[config.mk]
export PLATFORM = sky130hd
export DESIGN_NAME = oam_dma
export DESIGN_NICKNAME = d
export VERILOG_FILES = /design/src/rtl/oam_dma.sv
export SDC_FILE = /design/constraint.sdc
export NUM_CORES = 1
export LEC_CHECK = 0
export ABC_AREA = 0
export CAP_MARGIN = 20
export CORE_MARGIN = 2
export CORE_UTILIZATION = 60
export CTS_BUF_LIST = sky130_fd_sc_hd__clkbuf_8
export CTS_CLUSTER_DIAMETER = 60
export DETAILED_ROUTE_END_ITERATION = 7
export DONT_BUFFER_PORTS = 1
export GPL_TIMING_DRIVEN = 0
export PLACE_DENSITY = 0.83
export SYNTH_ARGS = -nofsm -noshare
export SYNTH_HDL_FRONTEND = slang
export SYNTH_SLANG_ARGS = --single-unit
[constraint.sdc]
create_clock -name clk -period 2.6 [get_ports clk]
set_input_delay 0.52 -clock clk [delete_from_list [all_inputs] [get_ports clk]]
set_output_delay 0.52 -clock clk [all_outputs]
set_load 0.03 [all_outputs]
[src/rtl/oam_dma.sv]
// oam_dma: CPU-triggered bus initiator that copies one source page into the OAM window.
// Each byte is a read/capture/write triple; strobes are only driven while the arbiter grants the bus.
module oam_dma #(
  parameter logic [15:0] DMA_REG_ADDR = 16'hFF46,
  parameter logic [15:0] DEST_BASE    = 16'hFE00,
  parameter int          XFER_LEN     = 160
) (
  input  logic        clk,
  input  logic        reset,
  input  logic [15:0] cpu_addr,
  input  logic [7:0]  cpu_wdata,
  input  logic        cpu_wr,
  input  logic        cpu_rd,
  output logic [7:0]  cpu_rdata,
  output logic        bus_req,
  input  logic        bus_gnt,
  output logic [15:0] m_addr,
  output logic        m_rd,
  output logic        m_wr,
  output logic [7:0]  m_wdata,
  input  logic [7:0]  m_rdata,
  output logic        busy,
  output logic        done
);

  typedef enum logic [2:0] {
    IDLE  = 3'd0,
    REQ   = 3'd1,
    READ  = 3'd2,
    CAPT  = 3'd3,
    WRITE = 3'd4,
    DONE  = 3'd5
  } state_t;

  localparam logic [7:0] LAST_INDEX = 8'(XFER_LEN - 1);

  state_t      state_r;
  logic [7:0]  index_r;
  logic [7:0]  page_r;
  logic [7:0]  src_page_r;
  logic [7:0]  latch_r;
  logic [15:0] addr_hold_r;
  logic [7:0]  wdata_hold_r;
  logic        bus_req_r;
  logic        busy_r;
  logic        done_r;
  logic [7:0]  cpu_rdata_r;

  logic        trigger_s;
  logic [7:0]  eff_page_s;
  logic        rd_issue_s;
  logic        wr_issue_s;
  logic [15:0] m_addr_s;
  logic [7:0]  m_wdata_s;

  // Trigger decode, source-page clamp and grant-qualified strobes
  always_comb begin
    trigger_s = cpu_wr && (cpu_addr == DMA_REG_ADDR);
    // Pages E0..FF alias the echo region and are folded down by 0x20
    if (cpu_wdata >= 8'hE0) begin
      eff_page_s = cpu_wdata - 8'h20;
    end else begin
      eff_page_s = cpu_wdata;
    end
    rd_issue_s = (state_r == READ) && bus_gnt;
    wr_issue_s = (state_r == WRITE) && bus_gnt;
  end

  // Bus address/data mux; holds the last driven values while no strobe is active
  always_comb begin
    m_addr_s  = addr_hold_r;
    m_wdata_s = wdata_hold_r;
    if (rd_issue_s) begin
      m_addr_s = {src_page_r, 8'h00} + {8'h00, index_r};
    end else if (wr_issue_s) begin
      m_addr_s  = DEST_BASE + {8'h00, index_r};
      m_wdata_s = latch_r;
    end else begin
      m_addr_s  = addr_hold_r;
      m_wdata_s = wdata_hold_r;
    end
  end

  // Hold registers for the bus address and write data
  always_ff @(posedge clk or posedge reset) begin
    if (reset) begin
      addr_hold_r  <= 16'h0000;
      wdata_hold_r <= 8'h00;
    end else begin
      addr_hold_r  <= m_addr_s;
      wdata_hold_r <= m_wdata_s;
    end
  end

  // Transfer FSM with registered bus_req/busy/done
  always_ff @(posedge clk or posedge reset) begin
    if (reset) begin
      state_r    <= IDLE;
      index_r    <= 8'h00;
      page_r     <= 8'h00;
      src_page_r <= 8'h00;
      latch_r    <= 8'h00;
      bus_req_r  <= 1'b0;
      busy_r     <= 1'b0;
      done_r     <= 1'b0;
    end else begin
      done_r <= 1'b0;
      if (trigger_s) begin
        page_r     <= cpu_wdata;
        src_page_r <= eff_page_s;
      end
      // A retrigger while busy restarts from byte 0 without releasing the bus
      if (trigger_s && busy_r) begin
        index_r <= 8'h00;
        state_r <= READ;
      end else begin
        case (state_r)
          IDLE: begin
            if (trigger_s) begin
              index_r   <= 8'h00;
              bus_req_r <= 1'b1;
              busy_r    <= 1'b1;
              state_r   <= REQ;
            end
          end
          REQ: begin
            if (bus_gnt) state_r <= READ;
          end
          READ: begin
            if (bus_gnt) state_r <= CAPT;
          end
          CAPT: begin
            latch_r <= m_rdata;
            state_r <= WRITE;
          end
          WRITE: begin
            if (bus_gnt) begin
              if (index_r == LAST_INDEX) begin
                bus_req_r <= 1'b0;
                busy_r    <= 1'b0;
                done_r    <= 1'b1;
                state_r   <= DONE;
              end else begin
                index_r <= index_r + 8'd1;
                state_r <= READ;
              end
            end
          end
          DONE: begin
            index_r <= 8'h00;
            if (trigger_s) begin
              bus_req_r <= 1'b1;
              busy_r    <= 1'b1;
              state_r   <= REQ;
            end else begin
              state_r <= IDLE;
            end
          end
          default: begin
            bus_req_r <= 1'b0;
            busy_r    <= 1'b0;
            state_r   <= IDLE;
          end
        endcase
      end
    end
  end

  // Register readback, zero for any non-matching read
  always_ff @(posedge clk or posedge reset) begin
    if (reset) begin
      cpu_rdata_r <= 8'h00;
    end else if (cpu_rd && (cpu_addr == DMA_REG_ADDR)) begin
      cpu_rdata_r <= page_r;
    end else begin
      cpu_rdata_r <= 8'h00;
    end
  end

  assign cpu_rdata = cpu_rdata_r;
  assign bus_req   = bus_req_r;
  assign busy      = busy_r;
  assign done      = done_r;
  assign m_rd      = rd_issue_s;
  assign m_wr      = wr_issue_s;
  assign m_addr    = m_addr_s;
  assign m_wdata   = m_wdata_s;

endmodule

Word level (Yosys, flattened, before mapping). Index checks and enable logic that the tools add are counted.

Register bits after elaboration: 69. Input port bits: 37. Output and inout bits: 37. Word-level logic and storage cells: 72.

Add/sub/neg operators: 4. Order comparisons: 1. Equality and inequality tests: 15. Muxes and demuxes: 27. Bitwise logic cells: 2. Reductions and logical operators: 13.

Operators by type and width (count): two-way mux 8 bit (8); two-way mux 16 bit (2); case mux 8 bit (3 select lines) (1); two-way mux 3 bit (6); case mux 3 bit (6 select lines) (1); adder 16 x 8 -> 16 bit (1); == test 16 bit (second input constant) (1); adder 10 x 9 -> 11 bit (first input constant) (1); != test 3 bit (second input constant) (3); adder 8 x 1 -> 8 bit (second input constant) (1); == test 8 bit (second input constant) (1); >= comparator 8 bit (second input constant) (1); two-way mux 1 bit (8); AND reduction 4 bit (2); subtractor 8 x 6 -> 8 bit (second input constant) (1); == test 3 x 2 -> 1 bit (second input constant) (2); == test 3 bit (second input constant) (2); != test 3 x 2 -> 1 bit (second input constant) (2); logical AND 1 bit (5); AND reduction 5 bit (1); != test 2 x 1 -> 1 bit (second input constant) (2); nonzero test 4 bit (1); == test 3 x 1 -> 1 bit (second input constant) (1); logical NOT 3 bit (1); other kinds (6) (7).

Depth between registers and ports, before layout. Gate-level depths: netlist of run 1.

Depth after elaboration: 5. Mapped depth: 7. Gate-level depth less buffers: 6.

Worst setup path before layout of run 1. Ideal clock, no wire load.

Kind: input-to-output. Start point: in bus_gnt. End point: out m_addr[8]. Arrival time: 1.954 ns. Required time: 2.080 ns. Path slack: 0.126 ns. Cell stages on the path: 6. Path buffers: 1. Cells stage by stage: nor2b_1 > nand2_1 > clkbuf_1 > inv_2 > nor2_1 > a22o_1.

Cells in the longest elaborated chain, start to end: 3. Elaborated cells on any way between the ends: 4. Those cells by class: mux (2); reduce/logical (2).

RTL lines: start: declaration (RTL line 16) `input logic bus_gnt,`; logical AND 1 bit (RTL line 66) `wr_issue_s = (state_r == WRITE) && bus_gnt;`; via m_wr (RTL line 19) `output logic m_wr,`; two-way mux 16 bit (RTL line 75) `end else if (wr_issue_s) begin`; two-way mux 16 bit (RTL line 73) `if (rd_issue_s) begin`; end: declaration (RTL line 17) `output logic [15:0] m_addr,`.

The timed path passes the listed nets, and every way through them passes these cells.

Worst setup path after layout of run 1.
Start point: reg state_r[1]. End point: out m_addr[5].

Elaborated cells on any way between the ends: 6. Those cells by class: eq/ne (2); mux (2); reduce/logical (2).

RTL lines: start: declaration (RTL line 37) `state_t state_r;`; start signal: assignment (RTL line 98) `state_r <= IDLE;`; start signal: assignment (RTL line 115) `state_r <= READ;`; start signal: assignment (RTL line 123) `state_r <= REQ;`; == test 3 x 2 -> 1 bit (RTL line 65) `rd_issue_s = (state_r == READ) && bus_gnt;`; logical AND 1 bit (RTL line 65); via m_rd (RTL line 18) `output logic m_rd,`; two-way mux 16 bit (RTL line 73).

The timed path passes the listed nets, and every way through them passes these cells.

==> results of run 1 <==
worst min-delay path by stage:
stage,start,end,depth (start not counted)
final,reset,index_r[1],1
after global routing,reset,addr_hold_r[9],1
after CTS,reset,index_r[1],1
after detailed placement,reset,page_r[3],1
after global placement,page_r[5],page_r[5],2
after floorplan,page_r[5],page_r[5],2
power by group through the flow:
stage	registers [mW]	clock network, mW	logic [mW]
global route	1.40	0.931	1.32
floorplan	1.35	0	0.954
global placement	1.37	0	1.07
detailed placement	1.38	0	1.11
finish	1.37	0.875	1.23
CTS	1.37	0.883	1.17
cells by family (layout without fill, tap and decap cells):
logic type	after synthesis	count (layout)
buffers and inverters	14	34
AOI/OAI and AO/OA	45	45
muxes	15	15
DFF	64	64
and+or+nand+nor	120	121
adders and majority gates	3	3
what timing repair did:
action                                  in CTS  in global routing
pin swaps                                    2                  4
gates resized for setup                     23                 19
setup buffers                                2                  1
gates cloned                                 1                  0
hold endpoints to repair                     0                  0
endpoints found under the setup margin      16                 19
metrics by stage:
step / hold WS (ns) / total power, mW
after floorplan: 0.442 / 2.30
after global placement: 0.458 / 2.44
after detailed placement: 0.454 / 2.49
after CTS: 0.0770 / 3.42
after global routing: 0.112 / 3.65
final: 0.0734 / 3.48
layer usage:
layer,track usage,vias up
li1,-,955
met5,0,-
met1,0.322,994
met3,0.0903,12
met4,0.103,0
met2,0.386,84
layout by cell type, fill, tap and decap left out, drive strengths merged, types with 3 or more instances in the layout:
cell and n:
o21ai 11, nand4 4, nand2 64, mux2 15, nor2b 6, a22o 5
and3 10, and3b 3, buf 7, a21oi 4, inv 7, and2 4
nor2 12, nand3 5, o22a 7, a31oi 3, clkbuf 15, dfrtp 64
a21o 3
registers in the layout, indices dropped and copies added (netlist names):
| name | flops |
|---|---|
| addr_hold_r | 16 |
| busy | 1 |
| cpu_rdata | 8 |
| done | 1 |
| index_r | 8 |
| latch_r | 8 |
| page_r | 8 |
| src_page_r | 3 |
| state_r | 3 |
| wdata_hold_r | 8 |
Yosys cell counts, drive strengths merged, types with 5 or more instances:
cell	instances	area [µm²]
dfrtp	64	1600
o22a	7	61.3
clkbuf	8	30.0
nor2b	6	37.5
nand3	5	25.0
nor2	11	41.3
o21ai	11	55.1
nand2	64	240
mux2	15	169
and3	10	62.6
inv	5	18.8
a22o	5	43.8
area by class of cell:
| type | count | area (µm²) |
|---|---|---|
| sequential | 64 | 1600 |
| multi-input combinational | 184 | 1230 |
| tap | 52 | 65.1 |
| timing repair buffer | 4 | 42.5 |
| clock inverter | 7 | 77.6 |
| buffer | 9 | 47.5 |
| inverter | 5 | 27.5 |
| fill | 287 | 1200 |
| clock buffer | 9 | 124 |
==> flow_summary.json, run 1 <==
{
  "wl_met3_um": 394,
  "p_sw_mw": 1.42,
  "critPathMostFrequentCell": "nand2_2",
  "synthArstFlopShare": 1.00,
  "startpoint_type": "register",
  "fin_util": 0.728,
  "met1_length_mm": 2.50,
  "htreeDepth": 3,
  "setup_violations": 0,
  "fin_nets": 316,
  "power-per-cell-area_nw_per_um2": 1080,
  "slew_headroom": 0.589,
  "leakagePower_nw": 1.57,
  "grt_pass1_vias": 1947,
  "die_w_um": 72.1,
  "place_congestion": 0.956,
  "synth_cells": 261,
  "seqPwrFrac": 0.395,
  "numCtsBuffers": 9,
  "synth_edf_count": 0,
  "p_int_mw": 2.06,
  "post-route-min-period_ns": 2.59,
  "critPathTopFamily": "simple AND/OR/NAND/NOR gates",
  "port_buffers": 0,
  "synth_compound_area_frac": 0.120,
  "dpl_cell_area_um2": 2870,
  "routed_wl_mm": 5.96,
  "routed_via_density": 6.12,
  "crit_start": "state_r[1]",
  "tns_ns": 0,
  "critPathBufInv": 2,
  "dp_hpwl_mm": 3.90,
  "grt_overflow": 0,
  "hold_violations": 0,
  "clock_latency_ns": 0.35,
  "drt_pass1_iterations": 4,
  "r2r_slack_ns": 0.60,
  "drive_above_1_share": 0.245,
  "clkSinkCount": 64,
  "synth_fa_ha_area_frac": 0.0126,
  "slowest_delay_ns": 0.40,
  "ys_types": 43,
  "synth.avg_cell_area_um2": 10.7,
  "drt_iter0_drc": 300,
  "cts.path.max_buffers": 2,
  "vdd.ir_drop.worst_v": 0.000706,
  "antenna_found_initial": 0,
  "fin_ws_ns": 0.0135,
  "swShare": 0.408,
  "min_period_over_period": 0.995,
  "fin_skew_ns": 0.0106,
  "ys_seq_area_frac": 0.575,
  "post_drt_wl_per_cell_um": 17.8,
  "synth-simple-area-share": 0.212,
  "cts_hold_buffers": 0,
  "maxCapViolations": 0,
  "grt_max_degree": 43,
  "die_y_um": 72.1,
  "pre_cts_ws_ns": -0.404,
  "grt_pass1_wl_mm": 9.63,
  "fin_area_um2": 3210,
  "synthXorXnorAreaFrac": 0,
  "core_um2": 4410,
  "wl_met2_mm": 2.94,
  "pin_count": 74,
  "reg2reg_to": "index_r[6]",
  "p_clk_frac": 0.252,
  "ys_warn_count": 0,
  "cp.arrival_ns": 2.07,
  "r2r.worst_path.cells": 6,
  "worstSetupEndpointType": "output pin",
  "diodes": 0,
  "initial_core_util": 0.631,
  "critical_path_class": "register to output pin",
  "fmax_mhz": 387,
  "finalNonFillerCells": 334,
  "cp-endpoint": "m_addr[5]",
  "worst_slew_pin_slew_ns": 0.612,
  "synth-main-ff-cell": "dfrtp_1",
  "ant_nets": 0,
  "vias": 2045,
  "clk_pin_slew_ns": 0.08,
  "status": "completed",
  "required_ns": 2.08,
  "row_count": 24,
  "synth_mux_area_frac": 0.0606,
  "cts_root_buffer": "clkbuf_8",
  "dieArea_um2": 5200,
  "combinationalPowerShare": 0.353,
  "crit_path_max_fanout": 10,
  "synth_top_family_by_area": "simple AND/OR/NAND/NOR gates",
  "ys_ff_latch": 64,
  "top_layer_used": "met4",
  "reg2reg_from": "index_r[0]",
  "worst-path-stages": 7,
  "synth_fp_nets": 300,
  "hold_path_class": "input port to async pin",
  "grt_usage": 0.250,
  "cts_tree": "built",
  "rsz0062_at_grt": "true",
  "syn-cell-area_um2": 2790,
  "drc_errors": 0,
  "slew_violations": 0,
  "dp_cells": 314,
  "slowest_stage": "dfrtp_1",
  "crit_chain": "buf_4 > nor2b_4 > nand2_2 > clkinvlp_4 > nor2_4 > nand2_2 > nand2_4",
  "syn_to_final_growth_pct": 15.4
}
(Power assumes the default switching activity.)
==> inputs of run 2 (changes only) <==
--- a/config.mk
+++ b/config.mk
@@ -7,6 +7,7 @@
 export LEC_CHECK = 0
 export ABC_AREA = 0
 export CAP_MARGIN = 20
+export CORE_ASPECT_RATIO = 0.8
 export CORE_MARGIN = 2
 export CORE_UTILIZATION = 60
 export CTS_BUF_LIST = sky130_fd_sc_hd__clkbuf_8
==> run 2 against run 1 <==
Net effect:
- critical path type unchanged
- global-route usage rose by 0.26 points
- clock skew fell by 0.0043 ns
- routed wire length is 4.6% higher
- critical path depth unchanged
- largest cell class unchanged
- utilization fell by 0.59 points
==> flow_summary.json, run 2 (synthesized netlist as in run 1, its figures left out) <==
{
  "dieArea_um2": 5210,
  "core_um2": 4510,
  "clock_latency_ns": 0.33,
  "place_congestion": 0.920,
  "antenna_found_initial": 1,
  "cts_root_buffer": "clkbuf_8",
  "startpoint_type": "register",
  "slew_violations": 0,
  "cp.arrival_ns": 1.99,
  "leakagePower_nw": 1.60,
  "numCtsBuffers": 9,
  "fin_skew_ns": 0.00625,
  "largest_register": "addr_hold_r",
  "die_w_um": 80.2,
  "nFillCells": 309,
  "clk_pin_slew_ns": 0.07,
  "vdd.ir_drop.worst_v": 0.000802,
  "fin_area_um2": 3260,
  "vias": 2054,
  "fin_util": 0.722,
  "finalNonFillerCells": 343,
  "power_mw": 3.57,
  "syn_to_final_growth_pct": 17.0,
  "min_period_over_period": 0.967,
  "port_buffers": 0,
  "layout_common_cells": "dfrtp_1, nand2_1, mux2_2, o21ai_0",
  "setup_violations": 0,
  "power-per-cell-area_nw_per_um2": 1090,
  "dpl_cell_area_um2": 2880,
  "fmax_mhz": 398,
  "critPathMostFrequentCell": "nand2_4",
  "drive_above_1_share": 0.245,
  "cts_hold_buffers": 0,
  "critical_path_class": "register to output pin",
  "grt_max_degree": 35,
  "fin_nets": 316,
  "cts.path.max_buffers": 2,
  "post-route-min-period_ns": 2.51,
  "row_count": 22,
  "dp_cells": 322,
  "slew_headroom": 0.560,
  "ant_nets": 0,
  "die_y_um": 64.9,
  "slowest_stage": "dfrtp_1",
  "worst_slew_pin_slew_ns": 0.658,
  "cts_tree": "built",
  "layout_commonest_cell": "dfrtp_1",
  "crit_path_max_fanout": 10,
  "status": "completed",
  "slowest_delay_ns": 0.39,
  "post_drt_wl_per_cell_um": 18.2,
  "grt_pass1_wl_mm": 9.84,
  "drt_iter0_drc": 101,
  "crit_chain": "buf_6 > nor2b_4 > nand2_4 > clkinvlp_4 > nor2_4 > nand2_2 > nand2_4",
  "pin_count": 74,
  "drc_errors": 0,
  "routed_wl_mm": 6.23,
  "grt_overflow": 0,
  "r2r_slack_ns": 0.58,
  "clkSinkCount": 64,
  "worstSetupEndpointType": "output pin",
  "initial_core_util": 0.617,
  "hold_path_class": "input port to async pin",
  "required_ns": 2.08,
  "grt_usage": 0.252,
  "hold_violations": 0,
  "grt_pass1_vias": 2033,
  "dp_hpwl_mm": 4.14,
  "htreeDepth": 3,
  "maxCapViolations": 0,
  "drt_pass1_iterations": 4,
  "routed_via_density": 5.99,
  "largest_reg_flops": 16
}
==> run 2: cell count changes in the layout (fill, tap and decap cells not counted), sizes merged <==
cell	delta
clkinvlp	-1
clkbuf	+2
diode	+1
clkinv	+1
inv	-2
buf	-1
bufinv	+1
==> run 2: worst max-delay path: cells and delay by family, from the launching register on <==
family                 cells  cell delay [ns]
buffers and inverters      2             0.45
DFF                        1             0.39
and+or+nand+nor            5             0.82
==> run 2: layout make-up <==
class	count	area, µm²	share of cell area
clock inverter	6	91.3	0.0280
tap	60	75.1	0.0230
antenna	1	2.50	0.000768
inverter	5	30.0	0.00921
timing repair buffer	4	42.5	0.0131
sequential	64	1600	0.491
clock buffer	10	138	0.0422
multi-input combinational	184	1220	0.376
buffer	9	53.8	0.0165
==> run 2: repair_timing <==
item,CTS,global route
endpoints found under the hold margin,0,0
setup endpoints to repair,19,19
pin swaps,2,4
setup buffers,2,1
gates cloned,1,0
gates resized for setup,24,21
==> run 2: worst paths after layout <==
path | from | to | depth (start not counted)
setup / recovery | state_r[1] | m_addr[6] | 7
hold / removal | reset | addr_hold_r[8] | 1
setup reg to reg | index_r[0] | index_r[6] | 6
hold reg to reg | page_r[5] | page_r[5] | 2
max in group asynchronous | reset | index_r[2] | 2
min in group clk | cpu_wdata[5] | src_page_r[5] | 2
==> run 2: metrics by stage <==
stage	setup slack (ns)	setup TNS, ns	hold WS [ns]
global route	-0.0101	-0.0137	0.191
CTS	-0.0165	-0.0522	0.169
detailed placement	-0.422	-4.89	0.464
floorplan	0.126	0	0.442
finish	0.0864	0	0.155
global placement	-0.392	-8.10	0.455
==> run 2: where the power goes <==
group / total (mW) / switching, mW / internal, mW
registers: 1.37 / 0.139 / 1.23
clock network: 0.951 / 0.381 / 0.570
logic: 1.24 / 0.874 / 0.369
total: 3.57 / 1.39 / 2.17
==> run 2: metal layers <==
layer	part of all wire	GRT usage	wire [µm]
met5	0	0	0
met4	0.0055	0.0636	34
met1	0.40	0.321	2490
met2	0.50	0.393	3140
met3	0.090	0.120	560
==> inputs of run 3 (changes only) <==
--- a/config.mk
+++ b/config.mk
@@ -7,7 +7,6 @@
 export LEC_CHECK = 0
 export ABC_AREA = 0
 export CAP_MARGIN = 20
-export CORE_ASPECT_RATIO = 0.8
 export CORE_MARGIN = 2
 export CORE_UTILIZATION = 60
 export CTS_BUF_LIST = sky130_fd_sc_hd__clkbuf_8
==> results of run 3 <==
Final layout, timing and power as in run 1 (identical DEF).
